--- src/rtl/cmn_reg_slice_forward.sv ---
// ---------------------------------------------------------------------------
// cmn_reg_slice_forward
//
// Forward register slice made of STAGES chained stages. Valid and payload
// come from flops; ready is combinational from m_rdy back to s_rdy. There is
// no combinational path from s_vld to m_vld. An empty stage always accepts,
// so bubbles collapse and a stalled pipe fills completely before s_rdy drops.
//
// Parameters:
//   PLD_TYPE  payload type (width $bits(PLD_TYPE))
//   STAGES    number of forward stages, 1..8
//   CNT_W     width of the occupancy count
//
// Ports:
//   clk      clock, rising edge
//   rst      asynchronous reset, active-high
//   flush    synchronous flush, empties every stage at the next edge
//   s_vld    upstream valid
//   s_rdy    upstream ready (combinational, forced low in reset and flush)
//   s_pld    upstream payload
//   m_vld    downstream valid (registered)
//   m_rdy    downstream ready
//   m_pld    downstream payload (registered)
//   occ_cnt  number of occupied stages (registered)
//   idle     all stages empty
// ---------------------------------------------------------------------------
module cmn_reg_slice_forward #(
  parameter type PLD_TYPE = logic,
  parameter int  STAGES   = 1,
  parameter int  CNT_W    = $clog2(STAGES + 1)
) (
  input  logic             clk,
  input  logic             rst,
  input  logic             flush,
  input  logic             s_vld,
  output logic             s_rdy,
  input  PLD_TYPE          s_pld,
  output logic             m_vld,
  input  logic             m_rdy,
  output PLD_TYPE          m_pld,
  output logic [CNT_W-1:0] occ_cnt,
  output logic             idle
);

  logic [STAGES-1:0] vld_q;
  logic [STAGES-1:0] vld_in;
  logic [STAGES-1:0] vld_nxt;
  logic [STAGES-1:0] rdy;
  PLD_TYPE           pld_q  [STAGES];
  PLD_TYPE           pld_in [STAGES];

  function automatic logic [CNT_W-1:0] popcount(input logic [STAGES-1:0] v);
    logic [CNT_W-1:0] c;
    c = '0;
    for (int i = 0; i < STAGES; i++) begin
      c = c + CNT_W'(v[i]);
    end
    return c;
  endfunction

  // A stage can take new data if it is empty or everything downstream of it
  // moves this cycle. Built with a running variable so the chain is a plain
  // ripple from m_rdy toward stage 0.
  always_comb begin
    logic r;
    r   = m_rdy;
    rdy = '0;
    for (int i = STAGES - 1; i >= 0; i--) begin
      r      = ~vld_q[i] | r;
      rdy[i] = r;
    end
  end

  always_comb begin
    vld_in    = '0;
    vld_in[0] = s_vld;
    pld_in[0] = s_pld;
    for (int i = 1; i < STAGES; i++) begin
      vld_in[i] = vld_q[i-1];
      pld_in[i] = pld_q[i-1];
    end
  end

  always_comb begin
    vld_nxt = '0;
    for (int i = 0; i < STAGES; i++) begin
      if (flush) begin
        vld_nxt[i] = 1'b0;
      end else if (rdy[i]) begin
        vld_nxt[i] = vld_in[i];
      end else begin
        vld_nxt[i] = vld_q[i];
      end
    end
  end

  // ---- stage registers: valid bits and occupancy ----
  // occ_cnt is the popcount of the next valid vector so it lines up with
  // vld_q in every cycle without an extra adder on the output.
  always_ff @(posedge clk or posedge rst) begin
    if (rst) begin
      vld_q   <= '0;
      occ_cnt <= '0;
    end else begin
      vld_q   <= vld_nxt;
      occ_cnt <= popcount(vld_nxt);
    end
  end

  // ---- stage registers: payload ----
  // Payload only loads with a valid beat, so bubbles and flushes leave it
  // untouched.
  always_ff @(posedge clk or posedge rst) begin
    if (rst) begin
      for (int i = 0; i < STAGES; i++) begin
        pld_q[i] <= '0;
      end
    end else begin
      for (int i = 0; i < STAGES; i++) begin
        if (rdy[i] && !flush && vld_in[i]) begin
          pld_q[i] <= pld_in[i];
        end
      end
    end
  end

  assign m_vld = vld_q[STAGES-1];
  assign m_pld = pld_q[STAGES-1];
  assign s_rdy = rdy[0] & ~flush & ~rst;
  assign idle  = (occ_cnt == '0);

endmodule

--- config.mk ---
export PLATFORM = sky130hd
export DESIGN_NAME = cmn_reg_slice_forward
export DESIGN_NICKNAME = d
export VERILOG_FILES = /design/src/rtl/cmn_reg_slice_forward.sv
export SDC_FILE = /design/constraint.sdc
export NUM_CORES = 1
export LEC_CHECK = 0
export CORE_AREA = 2 2 39 41
export CTS_BUF_LIST = sky130_fd_sc_hd__clkbuf_4 sky130_fd_sc_hd__clkbuf_8 sky130_fd_sc_hd__clkbuf_16
export CTS_CLUSTER_SIZE = 10
export DETAILED_ROUTE_END_ITERATION = 8
export DIE_AREA = 0 0 41 43
export GPL_TIMING_DRIVEN = 0
export PLACE_DENSITY = 0.32
export SYNTH_ARGS = -nofsm -noshare
export SYNTH_HDL_FRONTEND = slang
export SYNTH_SLANG_ARGS = --single-unit
--- constraint.sdc ---
create_clock -name clk -period 2.6 [get_ports clk]
set_input_delay 0.52 -clock clk [delete_from_list [all_inputs] [get_ports clk]]
set_output_delay 0.52 -clock clk [all_outputs]
set_load 0.02 [all_outputs]
==> results.cfg <==
[place]
place_area_um2 = 239
routabilityCongestion = 0.537
port_buffers = 10
post-dp-hpwl_um = 267

[clocking]
cts-buffers-inserted = 3
ctsResizeCount = 0
post_cts_buffers = 0
cts_hold_buf = 0
cts_tree = yes
path_clk_slew_ns = 0.03
cts_root_buf = clkbuf_4
cts.path.max_buffers = 2
insertion_delay_ns = 0.22
cts.htree.levels = 1
cts.sinks = 2

[die]
die_h_um = 43
initial_core_util_pct = 8.59
dieArea_mm2 = 0.00176
ios = 11
die_x_um = 41
fp.coreArea_mm2 = 0.00138
rows = 14

[worst_setup_path]
end_kind = primary output
path_cells = clkdlybuf4s50_1 -> nor2b_4 -> nor3_1 -> clkdlybuf4s50_1
startpoint = m_rdy
cp_num_cells = 4
r2r_cells = 3
critPathSlowestCell = clkdlybuf4s50_1
path_buf_inv = 2
path_class = in -> out
required_ns = 2.08
cp-start-kind = input pin
critPathMaxFanout = 3
cpLargestDelayFamily = buffers and inverters
critical-path-max-stage-delay_ns = 0.64
arrival_ns = 1.87
crit_path_frequent_cell = clkdlybuf4s50_1
r2r_start = m_vld

[route]
wl_um = 358
drt_pass1_iterations = 1
via_count = 118
routed_via_density = 2.95
post-route-drc-count = 0
ant_nets = 0
drt_iter0_markers = 0
routedWlPerCell_um = 8.95

[power]
p_total_mw = 0.148
power_leakage_nw = 0.111
p_sw_mw = 0.0372
p_comb_share_pct = 28.2
p_clk_share_pct = 46.6
internal-power_mw = 0.111
power_density_mw_per_mm2 = 567
ir_worst_vdd_mv = 0.100
sw_frac_of_total_pct = 25.1
sequentialPowerShare_pct = 25.3

[yosys]
syn_nets = 17
synthDistinctLibCells = 8
synthAdderAreaFrac_pct = 0
synthMuxAreaShare_pct = 12.6
ys_warn_count = 0
yosys.area_share.simple_pct = 32.6
synth_top_family_by_area = simple AND/OR/NAND/NOR gates
synth_compound_area_share_pct = 0
postSynthCellCount = 11
avgSynthCellArea_um2 = 10.8
synth-seq-cells = 2
ys_seq_area_share_pct = 42.1
syn-cell-area_um2 = 119
synth_xor_xnor_area_share_pct = 0

[final_layout]
fin_util_pct = 18.9
drive_gt1_share_pct = 29.2
layout.nets = 32
area_growth_pct = 120
antennaDiodeCount = 0
fillCellCount = 158
finalInstanceArea_um2 = 262

[sta]
timing_hold_violations_final = 0
rsz0062_at_grt = no
max_freq_ghz = 0.419
setup_viol = 0
min_period_ns = 2.39
slew_headroom_pct = 85.0
finalCritPeriodShare_pct = 91.9
worst-slew-pin-transition_ns = 0.225
tns_ns = 0
slew_viol_final = 0
finClkSkew_ns = 0.000135

[global_route]
grt_overflow = 0
grt_usage_pct = 5.02
grt_max_degree = 5
grt_antenna_before_repair = 0
grt_first_pass_wirelength_um = 496
grt_pass1_vias = 132

[job]
maxCapViolations = 0

[hold_path]
hold_path.class = in -> async

[run_status]
outcome = finished, final reports clean
[worst paths after layout]
check | slack, ns | to
worst min register to register | 0.51 | m_pld
min in group clk | 0.51 | m_pld
max in group asynchronous | 2.00 | m_vld
worst max-delay path | 0.21 | s_rdy
worst min-delay path | 0.49 | m_pld
worst max register to register | 1.42 | m_pld
[power by group through the flow]
stage / sequential [mW] / clock, mW / combinational [mW]
finish: 0.0375 / 0.0690 / 0.0417
global route: 0.0381 / 0.0751 / 0.0442
CTS: 0.0377 / 0.0732 / 0.0420
detailed placement: 0.0380 / 0 / 0.0419
global placement: 0.0381 / 0 / 0.0417
floorplan: 0.0421 / 0 / 0.0145
[synthesized netlist by cell type]
library cell	n	area, µm²
nor2b_4	1	13.8
nor3b_2	1	12.5
mux2_4	1	15.0
buf_4	1	7.51
nor2_1	2	7.51
inv_1	2	7.51
nor3_1	1	5.00
dfrtp_1	2	50.1
[cells by family after synthesis]
family                 count (synthesis)
flip-flops                             2
multiplexers                           1
buffers and inverters                  3
AND/OR/NAND/NOR                        5
[flip-flops by register name, summed over array words and instances, names as in the netlist]
register	count
m_pld	1
m_vld	1
[per-layer routing]
metal / track usage [%] / share of wire [%]
met3: 3.14 / 11
met1: 6.11 / 53
met5: 0 / 0
met4: 8.00 / 2.0
met2: 4.06 / 34
[final cells by class]
type | count | area (µm²) | area share (%)
timing repair buffer | 10 | 100 | 38.3
multi-input combinational | 6 | 53.8 | 20.6
sequential | 2 | 50.0 | 19.1
clock buffer | 3 | 22.5 | 8.61
tap | 16 | 20.0 | 7.66
buffer | 1 | 7.51 | 2.87
inverter | 2 | 7.51 | 2.87
[metrics by stage]
step	hold WS [ns]	setup WS [ns]	std cells
after floorplan	0.261	1.00	11
after global placement	0.515	0.217	37
after detailed placement	0.510	0.221	37
after CTS	0.486	0.203	40
after global routing	0.507	0.140	40
final	0.489	0.211	40
[layout by cell type (no fill, tap or decap)]
cell type,instances
buf_4,1
clkbuf_4,3
clkdlybuf4s50_1,10
dfrtp_1,2
inv_1,2
mux2_4,1
nor2_1,2
nor2b_4,1
nor3_1,1
nor3b_2,1
(Power assumes the default switching activity.)
